--- src/rtl/dm_arb_pkg.sv ---
// -----------------------------------------------------------------------------
// dm_arb_pkg
// Shared definitions for the data-memory arbiter slice.
//   - ADDR_W_DEF / DATA_W_DEF : default word-address and data widths
//   - arb_state_e / ST_*      : arbiter FSM encoding (IDLE, ACCESS, RESP)
//   - OWN_CPU / OWN_DBG       : one-bit owner encoding of a transaction
//   - rr_winner()             : contended winner when alternation is enabled
// Optional feature macro used by this slice: DM_ARB_RR_EN (round-robin
// contention instead of fixed CPU priority).
// -----------------------------------------------------------------------------
package dm_arb_pkg;

  localparam int ADDR_W_DEF = 6;
  localparam int DATA_W_DEF = 32;

  typedef enum logic [1:0] {
    ARB_IDLE   = 2'b00,
    ARB_ACCESS = 2'b01,
    ARB_RESP   = 2'b10
  } arb_state_e;

  // Plain constants so the state register stays a bare logic vector.
  localparam logic [1:0] ST_IDLE   = ARB_IDLE;
  localparam logic [1:0] ST_ACCESS = ARB_ACCESS;
  localparam logic [1:0] ST_RESP   = ARB_RESP;

  localparam logic OWN_CPU = 1'b0;
  localparam logic OWN_DBG = 1'b1;

  // The requester that did not win last time takes the contended grant.
  function automatic logic rr_winner(input logic last_own);
    logic w;
    if (last_own == OWN_CPU) begin
      w = OWN_DBG;
    end else begin
      w = OWN_CPU;
    end
    return w;
  endfunction

endpackage

--- src/rtl/dm_arb_pick.sv ---
// -----------------------------------------------------------------------------
// dm_arb_pick
// Combinational winner selection between the CPU and debug requesters.
// Ports:
//   cpu_req  in  CPU request
//   dbg_req  in  debug request
//   last_own in  owner of the previous grant (only with DM_ARB_RR_EN)
//   own      out selected owner (OWN_CPU / OWN_DBG)
//   vld      out at least one request is present
// Macro: DM_ARB_RR_EN -- contended grants alternate; otherwise CPU always wins.
// -----------------------------------------------------------------------------
module dm_arb_pick
  import dm_arb_pkg::*;
(
  input  logic cpu_req,
  input  logic dbg_req,
`ifdef DM_ARB_RR_EN
  input  logic last_own,
`endif
  output logic own,
  output logic vld
);

  // Winner decode: contention is the only case where a policy is needed.
  always_comb begin
    vld = cpu_req | dbg_req;
    own = OWN_CPU;
    if (cpu_req && dbg_req) begin
`ifdef DM_ARB_RR_EN
      own = rr_winner(last_own);
`else
      own = OWN_CPU;
`endif
    end else if (dbg_req) begin
      own = OWN_DBG;
    end else begin
      own = OWN_CPU;
    end
  end

endmodule

--- src/rtl/dm_arbiter.sv ---
// -----------------------------------------------------------------------------
// dm_arbiter
// Shares one single-port data memory between the pipeline MEM stage (CPU) and
// a debug/initialisation port. Each access takes IDLE -> ACCESS -> RESP, so a
// request first seen in IDLE cycle N is acknowledged in cycle N+2.
// Ports:
//   clk                          clock, all state on rising edge
//   clr                          synchronous active-low reset
//   cpu_req/cpu_wr/cpu_addr/cpu_wdata   CPU request fields (held until ack)
//   cpu_ack/cpu_rdata/cpu_stall          CPU completion, read data, hold
//   dbg_req/dbg_wr/dbg_addr/dbg_wdata   debug request fields
//   dbg_ack/dbg_rdata                    debug completion, read data
//   dm_ra/dm_d/dm_load/dm_str/dm_sel     memory address, data, strobes
//   dm_a_out                             memory read data
// Macro: DM_ARB_RR_EN -- alternate contended grants using a last-owner
// register; without it the CPU always wins and no last-owner state exists.
// -----------------------------------------------------------------------------
module dm_arbiter
  import dm_arb_pkg::*;
#(
  parameter int ADDR_W = ADDR_W_DEF,
  parameter int DATA_W = DATA_W_DEF
) (
  input  logic              clk,
  input  logic              clr,
  input  logic              cpu_req,
  input  logic              cpu_wr,
  input  logic [ADDR_W-1:0] cpu_addr,
  input  logic [DATA_W-1:0] cpu_wdata,
  output logic              cpu_ack,
  output logic [DATA_W-1:0] cpu_rdata,
  output logic              cpu_stall,
  input  logic              dbg_req,
  input  logic              dbg_wr,
  input  logic [ADDR_W-1:0] dbg_addr,
  input  logic [DATA_W-1:0] dbg_wdata,
  output logic              dbg_ack,
  output logic [DATA_W-1:0] dbg_rdata,
  output logic [ADDR_W-1:0] dm_ra,
  output logic [DATA_W-1:0] dm_d,
  output logic              dm_load,
  output logic              dm_str,
  output logic              dm_sel,
  input  logic [DATA_W-1:0] dm_a_out
);

  logic [1:0]        state_r;
  logic [1:0]        state_nxt_s;
  logic              own_r;
  logic              wr_r;
  logic [ADDR_W-1:0] dm_ra_r;
  logic [DATA_W-1:0] dm_d_r;
  logic              dm_sel_r;
  logic              dm_load_r;
  logic              dm_str_r;
  logic              cpu_ack_r;
  logic              dbg_ack_r;
  logic [DATA_W-1:0] cpu_rdata_r;
  logic [DATA_W-1:0] dbg_rdata_r;

  logic              pick_own_s;
  logic              pick_vld_s;
  logic              grant_s;
  logic              sel_wr_s;
  logic [ADDR_W-1:0] sel_addr_s;
  logic [DATA_W-1:0] sel_wdata_s;

`ifdef DM_ARB_RR_EN
  logic              last_own_r;
`endif

  dm_arb_pick u_pick (
    .cpu_req  (cpu_req),
    .dbg_req  (dbg_req),
`ifdef DM_ARB_RR_EN
    .last_own (last_own_r),
`endif
    .own      (pick_own_s),
    .vld      (pick_vld_s)
  );

  // Requests are only sampled in IDLE; RESP never starts a new access.
  assign grant_s = (state_r == ST_IDLE) && pick_vld_s;

  // Route the winning requester's fields toward the latch.
  always_comb begin
    sel_wr_s    = cpu_wr;
    sel_addr_s  = cpu_addr;
    sel_wdata_s = cpu_wdata;
    if (pick_own_s == OWN_DBG) begin
      sel_wr_s    = dbg_wr;
      sel_addr_s  = dbg_addr;
      sel_wdata_s = dbg_wdata;
    end else begin
      sel_wr_s    = cpu_wr;
      sel_addr_s  = cpu_addr;
      sel_wdata_s = cpu_wdata;
    end
  end

  // FSM next-state decode.
  always_comb begin
    state_nxt_s = ST_IDLE;
    case (state_r)
      ST_IDLE: begin
        if (grant_s) begin
          state_nxt_s = ST_ACCESS;
        end else begin
          state_nxt_s = ST_IDLE;
        end
      end
      ST_ACCESS: state_nxt_s = ST_RESP;
      ST_RESP:   state_nxt_s = ST_IDLE;
      default:   state_nxt_s = ST_IDLE;
    endcase
  end

  // FSM state register.
  always_ff @(posedge clk) begin
    if (!clr) begin
      state_r <= ST_IDLE;
    end else begin
      state_r <= state_nxt_s;
    end
  end

  // Owner and direction latch; held through RESP so capture and ack can use it.
  always_ff @(posedge clk) begin
    if (!clr) begin
      own_r <= OWN_CPU;
      wr_r  <= 1'b0;
    end else if (grant_s) begin
      own_r <= pick_own_s;
      wr_r  <= sel_wr_s;
    end else if (state_r == ST_RESP) begin
      own_r <= OWN_CPU;
      wr_r  <= 1'b0;
    end else begin
      own_r <= own_r;
      wr_r  <= wr_r;
    end
  end

  // Memory-facing registers: loaded on grant so they are valid exactly in
  // ACCESS, and zero in every other state. The latched address and write
  // data live here directly.
  always_ff @(posedge clk) begin
    if (!clr) begin
      dm_ra_r   <= {ADDR_W{1'b0}};
      dm_d_r    <= {DATA_W{1'b0}};
      dm_sel_r  <= 1'b0;
      dm_load_r <= 1'b0;
      dm_str_r  <= 1'b0;
    end else if (grant_s) begin
      dm_ra_r   <= sel_addr_s;
      dm_d_r    <= sel_wdata_s;
      dm_sel_r  <= 1'b1;
      dm_load_r <= ~sel_wr_s;
      dm_str_r  <= sel_wr_s;
    end else begin
      dm_ra_r   <= {ADDR_W{1'b0}};
      dm_d_r    <= {DATA_W{1'b0}};
      dm_sel_r  <= 1'b0;
      dm_load_r <= 1'b0;
      dm_str_r  <= 1'b0;
    end
  end

  // Completion pulses: set on the ACCESS->RESP edge, so each lasts one cycle.
  always_ff @(posedge clk) begin
    if (!clr) begin
      cpu_ack_r <= 1'b0;
      dbg_ack_r <= 1'b0;
    end else if (state_r == ST_ACCESS) begin
      cpu_ack_r <= (own_r == OWN_CPU);
      dbg_ack_r <= (own_r == OWN_DBG);
    end else begin
      cpu_ack_r <= 1'b0;
      dbg_ack_r <= 1'b0;
    end
  end

  // Read-data capture: only reads update, and only the owner's register.
  always_ff @(posedge clk) begin
    if (!clr) begin
      cpu_rdata_r <= {DATA_W{1'b0}};
      dbg_rdata_r <= {DATA_W{1'b0}};
    end else if ((state_r == ST_ACCESS) && !wr_r) begin
      if (own_r == OWN_DBG) begin
        dbg_rdata_r <= dm_a_out;
      end else begin
        cpu_rdata_r <= dm_a_out;
      end
    end else begin
      cpu_rdata_r <= cpu_rdata_r;
      dbg_rdata_r <= dbg_rdata_r;
    end
  end

`ifdef DM_ARB_RR_EN
  // Last-owner tracking: every grant, contended or not, updates it.
  always_ff @(posedge clk) begin
    if (!clr) begin
      last_own_r <= OWN_DBG;
    end else if (grant_s) begin
      last_own_r <= pick_own_s;
    end else begin
      last_own_r <= last_own_r;
    end
  end
`endif

  // Strobes are qualified with clr so an access being reset cannot store:
  // the memory samples dm_str on the same edge that applies the reset.
  assign dm_sel    = dm_sel_r  & clr;
  assign dm_load   = dm_load_r & clr;
  assign dm_str    = dm_str_r  & clr;
  assign dm_ra     = dm_ra_r;
  assign dm_d      = dm_d_r;
  assign cpu_ack   = cpu_ack_r;
  assign dbg_ack   = dbg_ack_r;
  assign cpu_rdata = cpu_rdata_r;
  assign dbg_rdata = dbg_rdata_r;
  assign cpu_stall = cpu_req & ~cpu_ack_r;

endmodule

--- config.mk ---
export PLATFORM = sky130hd
export DESIGN_NAME = dm_arbiter
export DESIGN_NICKNAME = d
export VERILOG_FILES = /design/src/rtl/dm_arb_pkg.sv /design/src/rtl/dm_arb_pick.sv /design/src/rtl/dm_arbiter.sv
export SDC_FILE = /design/constraint.sdc
export NUM_CORES = 1
export LEC_CHECK = 0
export BUFFER_PORTS_ARGS = -buffer_cell sky130_fd_sc_hd__buf_4
export CAP_MARGIN = 10
export CORE_MARGIN = 8
export CORE_UTILIZATION = 40
export DETAILED_ROUTE_END_ITERATION = 6
export PLACE_DENSITY = 0.76
export SLEW_MARGIN = 10
export SYNTH_ARGS = -nofsm -noshare
export SYNTH_HDL_FRONTEND = slang
export SYNTH_HIERARCHICAL = 1
export SYNTH_SLANG_ARGS = --single-unit
--- constraint.sdc ---
create_clock -name clk -period 1.2 [get_ports clk]
set_input_delay 0.06 -clock clk [delete_from_list [all_inputs] [get_ports clk]]
set_output_delay 0.06 -clock clk [all_outputs]
set_load 0.03 [all_outputs]
Word-level counts from Yosys, hierarchy flattened

Index checks and enable logic that the tools add are counted.

Memory bits (read-only): 0
Bits in latches: 0
Bits in writable memories: 0
Logic and storage cells: 43
Output and inout port bits: 108
Register bits after elaboration: 111
Memories kept: 0

Mux-type cells: 11
Equal/unequal tests: 2
Reductions and logical operators: 10
$mul: 0
Divide/modulo/power cells: 0
Magnitude comparators: 0
Shifts and indexed selects: 0
Add/subtract/negate cells: 0
Bitwise logic cells: 8

Operators by type and width:

| kind                                           | number |
|---|---|
| 2-to-1 mux 32 bit                              | 1 |
| 2-to-1 mux 1 bit                               | 8 |
| AND reduction 2 bit                            | 4 |
| 2-to-1 mux 6 bit                               | 1 |
| bitwise AND 1 bit                              | 4 |
| case mux 2 bit (2 select lines)                | 1 |
| logical AND 1 bit                              | 3 |
| NOT 1 bit                                      | 3 |
| == test 2 x 1 -> 1 bit (second input constant) | 1 |
| == test 2 bit (second input constant)          | 1 |
| logical NOT 2 bit                              | 1 |
| nonzero test 2 bit                             | 1 |
| logical NOT 1 bit                              | 1 |
| bitwise OR 1 bit                               | 1 |

Logic depth before layout (Yosys ltp)

Depth after elaboration: 4
Mapped depth: 5

Hierarchy

The synthesis kept the hierarchy.

By module, submodules not included:

| module      | sequential area each (um^2) | cells each | instances | area an instance (um^2) |
|---|---|---|---|---|
| dm_arbiter  | 2222.1                      | 397        | 1         | 4070.2 |
| dm_arb_pick | 0.0                         | 2          | 1         | 12.5 |

Worst setup path before layout

No wires, ideal clock.

Kind: reg-to-reg
From: register wr_r
To: register cpu_rdata_r[10], in the netlist cpu_rdata[10]
Data arrival time: 1.149 ns
Setup slack: -0.020 ns
Setup time: 0.072 ns
Required time: 1.128 ns
Buffers on the path: 1
Cell stages (with the launch flop): 4
Cell sequence: dfxtp_1 > nor4b_4 > buf_6 > mux2i_1

Longest elaborated chain between the ends: 3

Ends and longest elaborated chain:

| item                                 | line              | source |
|---|---|---|
| start, declared                      | dm_arbiter.sv:50  | `logic wr_r;` |
| start signal, assigned               | dm_arbiter.sv:134 | `wr_r <= sel_wr_s;` |
| start signal, assigned               | dm_arbiter.sv:140 | `wr_r <= wr_r;` |
| logical NOT 1 bit                    | dm_arbiter.sv:188 | `end else if ((state_r == ST_ACCESS) && !wr_r) begin` |
| logical AND 1 bit                    | dm_arbiter.sv:188 |  |
| AND reduction 2 bit (no source line) | n/a               |  |
| end signal, assigned                 | dm_arbiter.sv:186 | `cpu_rdata_r <= {DATA_W{1'b0}};` |
| end signal, assigned                 | dm_arbiter.sv:192 | `cpu_rdata_r <= dm_a_out;` |
| end signal, assigned                 | dm_arbiter.sv:195 | `cpu_rdata_r <= cpu_rdata_r;` |
| end, declared                        | dm_arbiter.sv:58  | `logic [DATA_W-1:0] cpu_rdata_r;` |

Every way passes these cells.
A chain may end at the register's enable or synchronous reset.

Worst setup path in the final report

From: register state_r[0]
To: register dm_ra_r[0], in the netlist dm_ra[0]

Longest elaborated chain between the ends: 3

Ends and longest elaborated chain:

| item                                 | line              | source |
|---|---|---|
| start, declared                      | dm_arbiter.sv:47  | `logic [1:0] state_r;` |
| start signal, assigned               | dm_arbiter.sv:123 | `state_r <= state_nxt_s;` |
| logical NOT 2 bit                    | dm_arbiter.sv:83  | `assign grant_s = (state_r == ST_IDLE) && pick_vld_s;` |
| logical AND 1 bit                    | dm_arbiter.sv:83  |  |
| AND reduction 2 bit (no source line) | n/a               |  |
| end signal, assigned                 | dm_arbiter.sv:149 | `dm_ra_r <= {ADDR_W{1'b0}};` |
| end signal, assigned                 | dm_arbiter.sv:155 | `dm_ra_r <= sel_addr_s;` |
| end signal, assigned                 | dm_arbiter.sv:161 | `dm_ra_r <= {ADDR_W{1'b0}};` |
| end, declared                        | dm_arbiter.sv:51  | `logic [ADDR_W-1:0] dm_ra_r;` |

Every way passes these cells.

==> run metrics <==
reg2reg setup slack=-0.06 ns; dpl cell area=5900 um^2; Post-Syn Area=4080 um^2; Mapped Cells=399; DIE HEIGHT=117 um; all-layer global routing usage=21.2%; nets@finish=846; failing checks=hold timing, setup timing; register clock-pin slew on the reported worst setup and hold paths=0.10 ns; relative slew slack=75.4%; Worst-Margin Slew=0.359 ns; top area cells in the synthesized netlist=dfxtp_1 (54%), mux2i_1 (25%), nand2_1 (9.1%); CTS Buf Count=9; setup tns final=-0.938 ns; ant diodes=0; pwr/cell area=1050 nW/um^2; Post-Syn Nets=513; DRT Wirelength=16400 um; Final Util=75.1%; total stage count of the critical path=5; Core Rows=37; Starting Density=40.3%; Final Instance Area=7610 um^2; worst skew pair latency=0.37 ns; worst-case clock buffer depth=2; root buf cell=clkbuf_8; Setup Skew=0.0112 ns; Most Frequent Cell on Critical Path=buf_6; Crit Path Max Fanout=5; sequential-to-total area share from yosys stat=54.4%; Worst path slowest cell=dfxtp_2; drt via density=4.71; Syn-to-layout area delta=86.5%; Avg WL per Cell=18.9 um; total area of sequential cells=2230 um^2; Worst EP required=1.49 ns; CP Launch Point=state_r[0]$_SDFF_PN0_; fin crit period=1.26 ns; die area=13700 um^2; Place WS=-0.0613 ns; share of cells above drive strength 1=43.4%; hold_ws=-0.00735 ns; cells along the critical path=buf_6 -> buf_6 -> nand4bb_4 -> buf_6 -> nor2_1; share of the synthesized area in the top cell type=54.4%; Final Slew Violations=0; IO buf count=221; H-tree depth=3; end of the critical path=dm_ra[0]$_SDFF_PN0_; slowest cell delay on critical path=0.34 ns; number of synthesis warnings=6; Yosys reg bits=111; GP Congestion=0.755; Peak VDD IR=641 uV; Worst Setup Slack, final=-0.0597 ns; TritonCTS clock tree=done; post-synthesis cell type count=20; Filler cells=602; worst path buffer plus inverter count=3; startpoint type of the worst setup path=flip-flop; ratio of final minimum period to clock period=105%; # Max-Cap Violations=0; FF-to-FF path depth=5; Die Span X=117 um; Core Footprint=10100 um^2; worst min-delay path category=in2reg; f_max=794 MHz; mean area per synthesized cell=10.2 um^2; # setup viols final=45; area of the multi-input gates=2000 um^2; LEAKAGE=0.00362 uW; status=finished, violations left; DR iter-0 viols=240; Pwr Total=8030 uW; DR DRC count=0; vias in the first global route=4313; CP Class=reg2reg; FF-to-FF Start=state_r[0]$_SDFF_PN0_; initial antenna violation count=0; first-pass GRT wire length=22300 um; critical path endpoint category=flip-flop; Vias=4093; cell family with most CP delay=buffers and inverters; unrepaired setup endpoints after global routing=yes; gr ovfl total=0; Ports=222; # clock sinks=111; Routed Antenna Nets=0; dpl hpwl=9080 um; Worst R2R End=dm_ra[0]$_SDFF_PN0_; WP data arrival=1.55 ns; Fin. Hold Viols=2; first-pass iteration count of the detailed router=4; largest net degree at the start of global routing=42; biggest area consumer among synthesized cells=dfxtp_1
==> what timing repair did <==
item,in CTS,in global routing
setup buffers,1,14
hold buffers,110,7
endpoints found under the hold margin,101,7
setup endpoints to repair,64,87
gates cloned,1,12
gates resized for setup,1,75
pin swaps,0,38
==> through the flow <==
stage          cells  hold slack (ns)
2_1_floorplan    399            0.204
3_3_place_gp     738            0.289
3_5_place_dp     738            0.300
4_1_cts          862         0.000109
5_1_grt          869         -0.00360
6_report         869         -0.00735
==> per-layer routing <==
metal | global-route usage (%) | part of all wire (%) | vias up
li1 | - | - | 1965
met1 | 22.8 | 38 | 1924
met2 | 36.0 | 49 | 181
met3 | 9.70 | 11 | 23
met4 | 7.25 | 2.0 | 0
met5 | 0 | 0 | -
==> synth_stat cells, drive strengths merged <==
master / number
dfxtp: 111
mux2i: 103
nand2: 99
nor2: 39
buf: 21
clkbuf: 7
and2: 4
nor2b: 3
inv: 2
nand4bb: 2
o22ai: 2
and2b: 1
and3b: 1
nor4b: 1
o21ba: 1
or2: 1
or3b: 1
==> where the power goes <==
part           internal (uW)  switching, uW  total [uW]
logic                   1100           1080        2180
clock network            702           1180        1880
registers               3870           98.0        3970
==> kinds of logic after synthesis <==
| logic type | Yosys count | share of synthesized area (%) |
|---|---|---|
| AND/OR/NAND/NOR | 152 | 15.7 |
| flip-flops | 111 | 54.4 |
| multiplexers | 103 | 25.3 |
| buffers and inverters | 30 | 4.05 |
| AO/OA/AOI/OAI | 3 | 0.552 |
==> cells in the final DEF, fill, tap and decap left out, drive strengths merged, types with 2 or more instances in the layout <==
cell type    netlist  final
and2               4      4
mux2i            103    103
nand2             99     99
clkbuf             7     17
dfxtp            111    111
nand4bb            2      3
inv                2      2
clkinv             0      3
o22ai              2      2
buf               21    250
nor2              39     39
nor2b              3      3
dlygate4sd3        0     91
==> worst register-to-register path, delay by kind of cell (launching register included) <==
kind                   cells  cell delay [ns]
AND/OR/NAND/NOR            2             0.40
flip-flops                 1             0.34
buffers and inverters      3             0.45
==> state kept, by name, summed over array words and instances, names as in the netlist <==
| name | cells |
|---|---|
| cpu_ack | 1 |
| cpu_rdata | 32 |
| dbg_ack | 1 |
| dbg_rdata | 32 |
| dm_d | 32 |
| dm_load_r | 1 |
| dm_ra | 6 |
| dm_sel_r | 1 |
| dm_str_r | 1 |
| own_r | 1 |
| state_r | 2 |
| wr_r | 1 |
==> worst min path at each step <==
| stage | from | endpoint | slack (ns) | cells after the start |
|---|---|---|---|---|
| 4_1_cts | cpu_req | own_r$_SDFFE_PN0P_ | 0.0001 | 4 |
| 3_3_place_gp | cpu_wdata[15] | dm_d[15]$_SDFF_PN0_ | 0.29 | 3 |
| 3_5_place_dp | cpu_wdata[21] | dm_d[21]$_SDFF_PN0_ | 0.30 | 3 |
| 5_1_grt | cpu_wdata[8] | dm_d[8]$_SDFF_PN0_ | -0.004 | 3 |
| 6_report | cpu_wdata[8] | dm_d[8]$_SDFF_PN0_ | -0.007 | 3 |
| 2_1_floorplan | cpu_wdata[0] | dm_d[0]$_SDFF_PN0_ | 0.20 | 2 |
==> layout make-up <==
class	instances	area share [%]
Inverter	2	0.0986
Tap cell	136	2.23
Sequential cell	111	29.3
Clock buffer	9	1.63
Timing Repair Buffer	349	40.3
Multi-Input combinational cell	259	26.2
Clock inverter	3	0.197
Note: power is estimated with default switching activity, not from simulation.
